## config.mk

```make
export PLATFORM = sky130hd
export DESIGN_NAME = seq_restoring_divider
export DESIGN_NICKNAME = d
export VERILOG_FILES = /design/src/rtl/divider_pkg.sv /design/src/rtl/carry_select_adder_2bit.sv /design/src/rtl/divider_sub_stage.sv /design/src/rtl/seq_restoring_divider.sv
export SDC_FILE = /design/constraint.sdc
export NUM_CORES = 1
export LEC_CHECK = 0
export CORE_MARGIN = 4
export CORE_UTILIZATION = 52
export CTS_CLUSTER_DIAMETER = 80
export DETAILED_ROUTE_END_ITERATION = 8
export GPL_ROUTABILITY_DRIVEN = 0
export PLACE_DENSITY = 0.89
export SYNTH_ARGS = -nofsm -noshare
export SYNTH_HDL_FRONTEND = slang
export SYNTH_SLANG_ARGS = --single-unit
```

## constraint.sdc

```tcl
create_clock -name clk -period 4.95 [get_ports clk]
set_input_delay 1.485 -clock clk [delete_from_list [all_inputs] [get_ports clk]]
set_output_delay 1.485 -clock clk [all_outputs]
set_load 0.05 [all_outputs]
```

## src/rtl/divider_pkg.sv

```systemverilog
// rtl/divider_pkg.sv - shared state encoding and sizing for the restoring divider
package divider_pkg;

  typedef enum logic [1:0] {
    ST_IDLE = 2'd0,
    ST_RUN  = 2'd1,
    ST_FIX  = 2'd2,
    ST_DONE = 2'd3
  } div_state_t;

  localparam int DIV_WIDTH = 32;

  // Counter must hold the value WIDTH itself, hence WIDTH+1 codes.
  function automatic int count_width(input int w);
    return $clog2(w + 1);
  endfunction

  localparam int DIV_CNT_W = count_width(DIV_WIDTH);

endpackage

```

## src/rtl/carry_select_adder_2bit.sv

```systemverilog
// rtl/carry_select_adder_2bit.sv - 2-bit carry-select adder slice
module CarrySelectAdder_2bit (
  input  logic [1:0] a,
  input  logic [1:0] b,
  input  logic       cin,
  output logic [1:0] sum,
  output logic       cout
);

  logic [2:0] res_c0;
  logic [2:0] res_c1;

  // Both carry-in outcomes are precomputed; the incoming carry only drives the mux.
  assign res_c0 = {1'b0, a} + {1'b0, b};
  assign res_c1 = {1'b0, a} + {1'b0, b} + 3'd1;
  assign sum    = cin ? res_c1[1:0] : res_c0[1:0];
  assign cout   = cin ? res_c1[2]   : res_c0[2];

endmodule

```

## src/rtl/divider_sub_stage.sv

```systemverilog
// rtl/divider_sub_stage.sv - one restoring step: shift, trial subtract, restore mux
module divider_sub_stage #(
  parameter int WIDTH = 32
) (
  input  logic [WIDTH-1:0] rem,
  input  logic             shift_in,
  input  logic [WIDTH-1:0] dvs,
  output logic [WIDTH-1:0] rem_next,
  output logic             q_bit
);

  logic [WIDTH-1:0]   shifted;
  logic               shifted_msb;
  logic [WIDTH-1:0]   dvs_n;
  logic [WIDTH-1:0]   diff;
  logic [WIDTH/2:0]   carry;

  assign shifted     = {rem[WIDTH-2:0], shift_in};
  assign shifted_msb = rem[WIDTH-1];
  assign dvs_n       = ~dvs;
  assign carry[0]    = 1'b1;

  // Subtraction as shifted + ~dvs + 1; final carry-out means no borrow.
  for (genvar g = 0; g < WIDTH/2; g++) begin : g_csa
    CarrySelectAdder_2bit u_csa (
      .a    (shifted[2*g+1:2*g]),
      .b    (dvs_n[2*g+1:2*g]),
      .cin  (carry[g]),
      .sum  (diff[2*g+1:2*g]),
      .cout (carry[g+1])
    );
  end

  // Extra top bit: its subtrahend bit is 0 (inverted to 1), so no-borrow is msb | carry.
  assign q_bit    = shifted_msb | carry[WIDTH/2];
  assign rem_next = q_bit ? diff : shifted;

endmodule

```

## src/rtl/seq_restoring_divider.sv

```systemverilog
// rtl/seq_restoring_divider.sv - multi-cycle signed/unsigned restoring divider
module seq_restoring_divider
  import divider_pkg::*;
#(
  parameter int WIDTH = DIV_WIDTH
) (
  input  logic             clk,
  input  logic             reset,
  input  logic             start,
  input  logic             is_signed,
  input  logic [WIDTH-1:0] dividend,
  input  logic [WIDTH-1:0] divisor,
  output logic             busy,
  output logic             done,
  output logic [WIDTH-1:0] quotient,
  output logic [WIDTH-1:0] remainder,
  output logic             div_by_zero
);

  localparam int CW = count_width(WIDTH);

  div_state_t       state, state_next;
  logic [WIDTH-1:0] rem_q, quo_q, dvs_q;
  logic [CW-1:0]    count_q;
  logic             q_neg, r_neg;
  logic             accept, dvs_zero;
  logic [WIDTH-1:0] abs_dvd, abs_dvs;
  logic [WIDTH-1:0] rem_next;
  logic             q_bit;

  assign dvs_zero = (divisor == '0);
  assign abs_dvd  = (is_signed && dividend[WIDTH-1]) ? -dividend : dividend;
  assign abs_dvs  = (is_signed && divisor[WIDTH-1])  ? -divisor  : divisor;

  divider_sub_stage #(.WIDTH(WIDTH)) u_stage (
    .rem      (rem_q),
    .shift_in (quo_q[WIDTH-1]),
    .dvs      (dvs_q),
    .rem_next (rem_next),
    .q_bit    (q_bit)
  );

  // State register.
  always_ff @(posedge clk) begin
    if (reset) state <= ST_IDLE;
    else       state <= state_next;
  end

  // Next-state decode and handshake outputs.
  always_comb begin
    state_next = state;
    accept     = 1'b0;
    busy       = (state != ST_IDLE);
    done       = (state == ST_DONE);
    case (state)
      ST_IDLE: if (start) begin
        accept     = 1'b1;
        state_next = dvs_zero ? ST_DONE : ST_RUN;
      end
      ST_RUN:  if (count_q == CW'(1)) state_next = ST_FIX;
      ST_FIX:  state_next = ST_DONE;
      default: state_next = ST_IDLE;
    endcase
  end

  // Operand latch, one quotient bit per RUN cycle, and sign fix-up into the result registers.
  always_ff @(posedge clk) begin
    if (reset) begin
      rem_q       <= '0;
      quo_q       <= '0;
      dvs_q       <= '0;
      count_q     <= '0;
      q_neg       <= 1'b0;
      r_neg       <= 1'b0;
      quotient    <= '0;
      remainder   <= '0;
      div_by_zero <= 1'b0;
    end else begin
      case (state)
        ST_IDLE: if (accept) begin
          rem_q       <= '0;
          quo_q       <= abs_dvd;
          dvs_q       <= abs_dvs;
          count_q     <= CW'(WIDTH);
          q_neg       <= is_signed & (dividend[WIDTH-1] ^ divisor[WIDTH-1]);
          r_neg       <= is_signed & dividend[WIDTH-1];
          div_by_zero <= dvs_zero;
          if (dvs_zero) begin
            quotient  <= '1;
            remainder <= dividend;
          end
        end
        ST_RUN: begin
          rem_q   <= rem_next;
          quo_q   <= {quo_q[WIDTH-2:0], q_bit};
          count_q <= count_q - CW'(1);
        end
        ST_FIX: begin
          quotient  <= q_neg ? -quo_q : quo_q;
          remainder <= r_neg ? -rem_q : rem_q;
        end
        default: ;
      endcase
    end
  end

endmodule
```

==> impl_metrics.yaml, run 1 <==
timing:
  relSlewSlack_pct: 23.8
  setup_tns_ns: -20.07
  final-setup-viol-count: 33
  finalHoldViolations: 0
  final.period_utilization_pct: 115
  worst_slack_ns: -0.743
  fin_crit_ns: 5.69
  worst_hold_slack_ns: 0.483
  worst_slew_pin_slew_ns: 1.14
  drv_slew: 0
  fmax_mhz: 176
  rsz0062_at_grt: "true"
  fin_worst_skew_ns: 0.0121
layout:
  final_area_sq_um: 14100
  final_nets: 1707
  multiInputGateArea_sq_um: 7540
  nFillCells: 1612
  n_antenna_cell: 0
  drive_gt1_share_pct: 10.4
  seqCellArea_sq_um: 3430
  areaGrowthSynthToFinish_pct: 26.0
logic_synthesis:
  synth.net_count: 1571
  yosys_warnings: 0
  syn_avg_cell_area_sq_um: 7.76
  ys_ff_latch: 171
  ys.flop_type: "dfxtp_1"
  synth_seq_area_share_pct: 30.5
  synthArstFlopShare_pct: 0
  synthCells: 1446
  synth_area_sq_um: 11200
  ys_types: 68
  synth_edf_count: 0
floorplanning:
  ios: 135
  die_y_um: 155
  start_util_pct: 53.0
  die_area_sq_um: 24000
  fp.coreArea_sq_um: 21200
  fp.dieW_um: 155
  fp-row-count: 53
worst_setup_path:
  worstPathMaxFanout: 6
  critPathSlowestCell: "fa_1"
  r2r-end: "rem_q[14]$_SDFFE_PP0P_"
  reg2reg_slack_ns: -0.74
  crit_path_start_kind: "register"
  crit_top_cell: "buf_4"
  required_ns: 5.24
  critPathMaxStageDelay_ns: 0.55
  arrival_ns: 5.98
  path_class: "register to register"
  rr_startpoint: "quo_q[31]$_SDFFE_PP0P_"
  worstRegToRegCells: 24
  path_cells: "inv_1 -> ha_1 -> inv_1 -> fa_1 -> and3b_2 -> buf_4 -> o211ai_1 -> o2111ai_2 -> a32oi_4 -> buf_6 -> nor3_4 -> a2111oi_4 -> a311oi_4 -> buf_4 -> a21oi_4 -> nor4_4 -> o21a_1 -> a2111oi_2 -> buf_4 -> mux2i_4 -> buf_12 -> buf_8 -> mux2i_1 -> o21ai_1"
  crit_path_end_kind: "register"
pwr:
  power_density_nw_per_um2: 446
  netSwitchingFraction_pct: 43.2
  p_int_w: 0.00358
  vdd_ir_drop_max_mv: 0.277
  power_frac_clock_pct: 21.8
  combPwrFrac_pct: 47.9
  seq_power_share_pct: 30.3
  netSwitchingPower_w: 0.00272
  finalPower_w: 0.00630
  power_leakage_nw: 4.99
route:
  totalWireLength_mm: 34.8
  drt_iter0_markers: 1171
  wire_per_inst_um: 18.6
  first_pass_iters: 6
  detail-route-antenna-nets: 0
  drc: 0
  num_vias: 11638
  viasPerCell: 6.22
cts:
  clk_latency_ns: 0.45
  clk_pin_slew_worst_paths_ns: 0.07
  root_buffer: "clkbuf_16"
  cts.path.max_buffers: 2
  clock_sinks: 171
  htreeDepth: 4
  cts_tree: "yes"
  numCtsBuffers: 17
global_route:
  grt_use_total_pct: 27.0
  grt_pass1_wl_mm: 54.0
  grt_max_degree: 106
  grt_pass1_vias: 10969
  gr-total-overflow: 0
  antenna_found_initial: 0
placed_design:
  place_area_sq_um: 13100
  hpwl_mm: 23.0
  numPortBuffers: 134
hold_path:
  hp-start: "remainder[1]$_SDFFE_PP0P_"
  min_path_type: "register to register"
  holdPathStages: 2
  holdPathEnd: "remainder[1]$_SDFFE_PP0P_"
run:
  drv_cap: 0
run_status:
  violations: "setup timing"
  status: "finished, violations left"
==> per-stage QoR <==
stage	utilization [%]	std cells	worst slack (ns)
6_report	66.8	1870	-0.743
5_1_grt	66.8	1870	-0.940
4_1_cts	65.9	1862	-0.395
3_5_place_dp	62.0	1824	-0.455
3_3_place_gp	62.0	1824	-0.153
2_1_floorplan	-	1446	-0.0123
==> flip-flops by register name (all words and copies together) (netlist names), 2 cells and up <==
register   cells
count_q        6
dvs_q         32
quo_q         32
quotient      32
rem_q         32
remainder     32
state          2
==> kinds of logic (layout without fill, tap and decap cells) <==
| group | after synthesis | after routing | synth area share (%) |
|---|---|---|---|
| AND/OR/NAND/NOR | 501 | 501 | 20.1 |
| AO/OA/AOI/OAI | 380 | 380 | 22.1 |
| flip-flops | 171 | 171 | 30.5 |
| buffers and inverters | 159 | 308 | 5.48 |
| XOR/XNOR | 141 | 141 | 11.0 |
| adder cells (fa/ha/maj) | 57 | 57 | 7.43 |
| multiplexers | 37 | 37 | 3.42 |
==> power groups by stage <==
stage          Clock [W]  Sequential [W]  Combinational (W)
5_1_grt          0.00142         0.00195            0.00327
6_report         0.00137         0.00191            0.00302
3_5_place_dp           0         0.00193            0.00277
2_1_floorplan          0         0.00211            0.00177
4_1_cts          0.00136         0.00190            0.00284
3_3_place_gp           0         0.00191            0.00265
==> cell usage in the layout, fill, tap and decap left out, types with 5 or more instances in the layout <==
cell             Yosys  final
a211oi_1            60     60
o21ai_0             56     55
fa_1                16     15
nor2_1             185    185
nand3_1              8      8
nor4_1              16     10
buf_4                0     55
or3_1               18     18
nand2b_1            17     17
xnor2_1             81     81
nor2b_1              7      7
clkdlybuf4s50_1      0    133
o31ai_1             24     24
or4_1               12     12
clkbuf_16            0     18
mux2_2               7      7
o211ai_1             8      8
a221o_1              5      5
nand2_1            178    177
o22ai_1             19     19
o41ai_1             13     13
or2_2                5      5
a21oi_1            108    106
nand3b_1             5      5
and3_1               6      6
xor2_1              60     60
o21ai_1             28     27
ha_1                41     35
a311oi_1            22     20
inv_1               76     74
nor3_1              21     19
mux2i_1             29     26
dfxtp_1            171    167
==> Yosys cell counts, drive strengths merged, types with 3 or more instances <==
cell type | count | area (sq um)
xnor2 | 81 | 709
or2 | 8 | 50.1
clkbuf | 70 | 263
a21boi | 4 | 33.8
or3 | 19 | 124
a211oi | 60 | 450
dfxtp | 171 | 3420
nand2 | 178 | 668
a31oi | 6 | 37.5
mux2 | 8 | 93.8
nand3b | 5 | 37.5
nand3 | 8 | 40.0
fa | 16 | 320
o31ai | 24 | 180
nor3 | 21 | 105
ha | 41 | 513
mux2i | 29 | 290
o22ai | 19 | 119
xor2 | 60 | 526
nand2b | 17 | 106
nor2b | 7 | 43.8
nor4 | 18 | 125
o211ai | 8 | 60.1
o21ai | 84 | 420
buf | 12 | 62.6
a221o | 5 | 50.1
nor2 | 185 | 694
or4 | 12 | 90.1
nand4b | 4 | 35.0
inv | 76 | 285
o41ai | 13 | 114
a21oi | 108 | 541
and3 | 6 | 37.5
and2 | 6 | 37.5
a2111oi | 3 | 45.0
o2111ai | 3 | 26.3
a311oi | 23 | 219
==> worst max path at each step <==
stage | startpoint | endpoint | depth (start not counted)
global placement | dvs_q[2]$_SDFFE_PP0P_ | rem_q[19]$_SDFFE_PP0P_ | 20
global route | quo_q[31]$_SDFFE_PP0P_ | rem_q[14]$_SDFFE_PP0P_ | 24
finish | quo_q[31]$_SDFFE_PP0P_ | rem_q[14]$_SDFFE_PP0P_ | 24
detailed placement | dvs_q[2]$_SDFFE_PP0P_ | rem_q[23]$_SDFFE_PP0P_ | 20
floorplan | rem_q[1]$_SDFFE_PP0P_ | rem_q[3]$_SDFFE_PP0P_ | 18
CTS | dvs_q[2]$_SDFFE_PP0P_ | rem_q[19]$_SDFFE_PP0P_ | 21
==> layer usage <==
metal / share of wire (%) / wire [um] / global-route usage (%) / vias to the layer above
li1: - / - / - / 5361
met1: 38 / 13100 / 33.6 / 5400
met2: 48 / 16700 / 45.8 / 698
met3: 9.6 / 3350 / 5.29 / 179
met4: 4.9 / 1710 / 11.4 / 0
met5: 0 / 0 / 0 / -
==> final cells by class <==
class	instances	share of cell area, %
Clock buffer	23	3.45
Clock inverter	9	0.796
Inverter	77	2.04
Multi-Input combinational cell	1116	53.3
Sequential cell	171	24.2
Tap cell	275	2.43
Timing Repair Buffer	199	13.7
==> timing repair <==
action / CTS / global route
resized for setup: 23 / 26
cloned: 2 / 1
hold buffers: 0 / 0
endpoints found under the setup margin: 33 / 33
pin swaps: 8 / 13
buffers inserted: 4 / 8
==> worst max-delay path, delay by kind of cell (launching register included) <==
family / cells / cell delay (ns)
AOI/OAI and AO/OA: 9 / 2.40
buffers and inverters: 8 / 1.14
adders and majority gates: 2 / 0.71
muxes: 2 / 0.52
and+or+nand+nor: 3 / 0.46
DFF: 1 / 0.31
No activity file was read; power rests on OpenSTA's default activity.
==> run 2: changes to the inputs <==
- MAX_ROUTING_LAYER: not set -> met4
==> run 2 against run 1 <==
Clock-buffer cell count stayed put; the flow still finishes with violations (setup timing); final cell count hardly changed; first-iteration DRC count is 2.0% higher; sequential power hardly changed; core utilization is 0.077 points lower.
==> impl_metrics.yaml, run 2 (synthesis results as in run 1) <==
worst_setup_path:
  worstPathMaxFanout: 6
  critPathSlowestCell: "fa_1"
  critPathMaxStageDelay_ns: 0.53
  crit_path_start_kind: "register"
  crit_path_end_kind: "register"
  arrival_ns: 5.98
  path_cells: "inv_1 -> ha_1 -> inv_1 -> fa_1 -> and3b_2 -> buf_4 -> o211ai_1 -> o2111ai_2 -> a32oi_4 -> buf_6 -> nor3_4 -> a2111oi_4 -> a311oi_4 -> a21boi_4 -> buf_6 -> nor4_4 -> nor4_4 -> a2111oi_2 -> buf_4 -> mux2i_4 -> buf_12 -> buf_8 -> mux2i_4 -> o21ai_1"
  path_class: "register to register"
  required_ns: 5.24
cts:
  clk_pin_slew_worst_paths_ns: 0.07
  htreeDepth: 4
  clock_sinks: 171
  numCtsBuffers: 17
  root_buffer: "clkbuf_16"
  cts.path.max_buffers: 2
  cts_hold_buf: 0
  clk_latency_ns: 0.45
  cts_tree: "yes"
layout:
  post-route-util_pct: 66.8
  nFillCells: 1608
  areaGrowthSynthToFinish_pct: 25.9
  drive_gt1_share_pct: 10.2
  multiInputGateArea_sq_um: 7530
  final_common_cell: "nor2_1"
  n_antenna_cell: 0
  final_nets: 1706
  seqCellArea_sq_um: 3430
  fin_cells: 1869
  final_cell_mix: "185 x nor2_1, 177 x nand2_1, 167 x dfxtp_1"
pwr:
  power_density_nw_per_um2: 445
  vdd_ir_drop_max_mv: 0.275
  power_leakage_nw: 4.99
  finalPower_w: 0.00629
timing:
  final.period_utilization_pct: 115
  worst_slew_pin_slew_ns: 1.13
  fin_worst_skew_ns: 0.0141
  setup_tns_ns: -21.09
  relSlewSlack_pct: 24.9
  drv_slew: 0
  worst_slack_ns: -0.740
  rsz0062_at_grt: "true"
  final-setup-viol-count: 33
  fin_crit_ns: 5.69
  finalHoldViolations: 0
  fmax_mhz: 176
floorplanning:
  start_util_pct: 53.0
  fp-row-count: 53
  ios: 135
  die_area_sq_um: 24000
  fp.dieW_um: 155
  fp.coreArea_sq_um: 21200
  die_y_um: 155
global_route:
  gr-total-overflow: 0
  grt_pass1_wl_mm: 54.1
  grt_pass1_vias: 10969
  antenna_found_initial: 0
  grt_max_degree: 106
  grt_use_total_pct: 27.9
placed_design:
  numPortBuffers: 134
  place_inst: 1824
  place_ws_ns: -0.455
  hpwl_mm: 23.0
run:
  drv_cap: 0
route:
  first_pass_iters: 6
  wire_per_inst_um: 18.7
  num_vias: 11612
  drt_iter0_markers: 1195
  detail-route-antenna-nets: 0
  viasPerCell: 6.21
  totalWireLength_mm: 35.0
  drc: 0
hold_path:
  min_path_type: "register to register"
run_status:
  status: "finished, violations left"
  violations: "setup timing"
## run 2: changes by cell type in the layout (fill, tap and decap cells not counted)
| cell | previous run | this run |
|---|---|---|
| buf_4 | 55 | 54 |
| ha_1 | 35 | 36 |
| a21o_2 | 0 | 1 |
| mux2i_2 | 1 | 0 |
| mux2i_1 | 26 | 27 |
| a21o_1 | 1 | 0 |
| o21ai_1 | 27 | 28 |
| ha_2 | 3 | 2 |
| o21ai_2 | 1 | 0 |
## run 2: power by group
| part | switching, W | internal [W] |
|---|---|---|
| sequential | 0.000266 | 0.00164 |
| clock | 0.000574 | 0.000798 |
| combinational | 0.00188 | 0.00113 |
## run 2: worst max-delay path, delay by kind of cell, from the launching register on
kind	cells	cell delay, ns
simple gates	4	0.82
buf+inv	8	1.09
mux	2	0.50
flops	1	0.31
fa+ha+maj	2	0.69
compound gates	8	2.12
## run 2: routing by layer
metal  GRT usage (%)  part of all wire (%)
met4            11.2                   4.9
met2            45.9                    47
met3            5.06                   9.8
met1            33.9                    38
met5               -                     0
## run 2: worst paths after layout
path                                                 from                   endpoint  slack, ns  depth (start not counted)
worst max register to register     quo_q[31]$_SDFFE_PP0P_     rem_q[22]$_SDFFE_PP0P_      -0.74                         24
worst min register to register  remainder[1]$_SDFFE_PP0P_  remainder[1]$_SDFFE_PP0P_       0.48                          2
worst min-delay path            remainder[1]$_SDFFE_PP0P_  remainder[1]$_SDFFE_PP0P_       0.48                          2
worst max-delay path               quo_q[31]$_SDFFE_PP0P_     rem_q[22]$_SDFFE_PP0P_      -0.74                         24
## run 2: per-stage QoR
| stage | instance area, sq um | hold slack, ns |
|---|---|---|
| floorplan | 11300 | 0.432 |
| global placement | 13100 | 0.443 |
| detailed placement | 13100 | 0.463 |
| CTS | 13900 | 0.475 |
| global route | 14100 | 0.504 |
| finish | 14100 | 0.480 |
## run 2: cell type report
cell class                 instances  area share [%]
inverter                          77            2.05
timing repair buffer             198            13.7
clock buffer                      23            3.46
clock inverter                     9           0.797
sequential                       171            24.3
tap                              275            2.44
multi-input combinational       1116            53.3
## run 2: what timing repair did
| action | in CTS | in global routing |
|---|---|---|
| pin swaps | 8 | 13 |
| endpoints found under the hold margin | 0 | 0 |
| endpoints found under the setup margin | 33 | 33 |
| gates resized for setup | 23 | 24 |
| setup buffers | 4 | 7 |
| gates cloned | 2 | 1 |
==> run 3: changes to the inputs <==
- CORE_UTILIZATION: 52 -> 55
- DONT_BUFFER_PORTS: not set -> 1
- PLACE_DENSITY: 0.89 -> 0.84
==> run 3 against run 2 <==
The flow still finishes with violations (setup timing); fmax grew 4.3%; core utilization is 2.4 points lower; total power decreased by 6.9%; clock power decreased by 7%; routed wire length is 11% lower; final cell count decreased by 8.1%; hold slack got worse by 0.011 ns; largest cell class unchanged; first-iteration DRC count down 29%.
==> impl_metrics.yaml, run 3 (synthesis results as in run 1) <==
layout:
  final_nets: 1564
  fin_cells: 1717
  drive_gt1_share_pct: 11.0
  final_cell_mix: "185 x nor2_1, 178 x nand2_1, 167 x dfxtp_1"
  n_antenna_cell: 0
  areaGrowthSynthToFinish_pct: 13.5
  final_common_cell: "nor2_1"
global_route:
  grt_max_degree: 141
  antenna_found_initial: 0
  grt_use_total_pct: 27.0
  grt_pass1_vias: 9537
  grt_pass1_wl_mm: 48.4
  gr-total-overflow: 0
pwr:
  finalPower_w: 0.00585
  seq_power_share_pct: 36.9
  netSwitchingFraction_pct: 44.2
  netSwitchingPower_w: 0.00259
  p_int_w: 0.00326
  power_frac_clock_pct: 21.8
  power_density_nw_per_um2: 460
  power_leakage_nw: 4.45
  combPwrFrac_pct: 41.3
  vdd_ir_drop_max_mv: 0.332
worst_setup_path:
  crit_path_end_kind: "register"
  required_ns: 5.23
  worstPathMaxFanout: 10
  arrival_ns: 5.73
  crit_path_start_kind: "register"
  path_class: "register to register"
placed_design:
  place_ws_ns: -0.368
  place_inst: 1671
  numPortBuffers: 0
  hpwl_mm: 21.2
route:
  wl_met3_mm: 2.65
  highest_layer: "met4"
  num_vias: 10521
  viasPerCell: 6.13
  met2WireLength_mm: 14.7
  totalWireLength_mm: 31.2
  drt_iter0_markers: 849
  wire_per_inst_um: 18.2
  met1_length_mm: 12.7
  first_pass_iters: 6
  drc: 0
  detail-route-antenna-nets: 0
timing:
  setup_tns_ns: -14.02
  finalHoldViolations: 0
  final.period_utilization_pct: 110
  relSlewSlack_pct: 28.9
  fin_worst_skew_ns: 0.0174
  worst_slack_ns: -0.504
  rsz0062_at_grt: "true"
  drv_slew: 0
  final-setup-viol-count: 33
  worst_slew_pin_slew_ns: 1.06
  fmax_mhz: 183
  worst_hold_slack_ns: 0.470
  fin_crit_ns: 5.45
floorplanning:
  fp-row-count: 51
  die_y_um: 151
  die_area_sq_um: 22700
  fp.dieW_um: 151
  ios: 135
  start_util_pct: 56.7
  fp.coreArea_sq_um: 19800
cts:
  root_buffer: "clkbuf_16"
  clock_sinks: 171
  htreeDepth: 4
  clk_latency_ns: 0.44
  numCtsBuffers: 17
  cts_tree: "yes"
  clk_pin_slew_worst_paths_ns: 0.07
  cts.path.max_buffers: 2
hold_path:
  min_path_type: "register to register"
run:
  drv_cap: 0
run_status:
  status: "finished, violations left"
  violations: "setup timing"
run 3: cell count changes in the layout (fill, tap and decap cells not counted), moves of 3 or more:
cell / previous run / this run
mux2i_2: 0 / 7
mux2i_1: 27 / 21
clkdlybuf4s50_1: 133 / 0
inv_6: 0 / 3
buf_4: 54 / 43
run 3: metrics by stage:
step / utilization (%) / cell area (sq um)
6_report: 64.4 / 12700
5_1_grt: 64.4 / 12700
4_1_cts: 63.3 / 12500
3_5_place_dp: 59.2 / 11700
3_3_place_gp: 59.2 / 11700
2_1_floorplan: - / 11300
run 3: area by class of cell:
cell class / count / area, sq um
clock buffers: 20 / 467
clock inverters: 12 / 88.8
well taps: 265 / 332
repair buffers: 56 / 552
multi-input cells: 1116 / 7570
fillers: 1580 / 7050
flip-flops and latches: 171 / 3430
inverters: 77 / 289
run 3: path summary, 6_finish.rpt:
path                          startpoint                     end  slack, ns  cells after the start
setup / recovery   dvs_q[4]$_SDFFE_PP0P_  rem_q[18]$_SDFFE_PP0P_      -0.50                     21
hold / removal    dvs_q[31]$_SDFFE_PP0P_  dvs_q[31]$_SDFFE_PP0P_       0.47                      2
setup reg to reg   dvs_q[4]$_SDFFE_PP0P_  rem_q[18]$_SDFFE_PP0P_      -0.50                     21
hold reg to reg   dvs_q[31]$_SDFFE_PP0P_  dvs_q[31]$_SDFFE_PP0P_       0.47                      2
run 3: power groups by stage:
stage	registers, W	clock network, W	logic (W)
detailed placement	0.00219	0	0.00223
finish	0.00216	0.00128	0.00242
CTS	0.00216	0.00128	0.00229
floorplan	0.00211	0	0.00177
global route	0.00220	0.00136	0.00266
global placement	0.00217	0	0.00215
run 3: what timing repair did:
action                                 in CTS  in global routing
hold buffers                                0                  0
gates resized for setup                    21                 29
cloned                                      2                  1
pin swaps                                  10                  8
endpoints found under the hold margin       0                  0
setup endpoints to repair                  33                 33
buffers inserted                            8                  5
run 3: metal layers:
metal	vias to the layer above	GRT usage, %
met4	0	9.88
met3	109	5.42
met2	499	43.0
li1	5059	-
met1	4854	34.2
met5	-	-
run 3: worst max-delay path: stages (launching register included):
cell and delay [ns]:
dfxtp_2 0.33, inv_2 0.04, ha_4 0.15, fa_1 0.50, ha_4 0.20, and2_4 0.16, a2111oi_4 0.36, o211ai_1 0.13
buf_4 0.17, a32o_2 0.30, a311oi_4 0.31, a2111oi_4 0.09, a311oi_4 0.42, a21bo_4 0.31, a311oi_4 0.26, nor4_4 0.10
a2111oi_4 0.39, mux2i_4 0.37, buf_4 0.20, buf_12 0.16, mux2i_2 0.24, o21ai_1 0.09
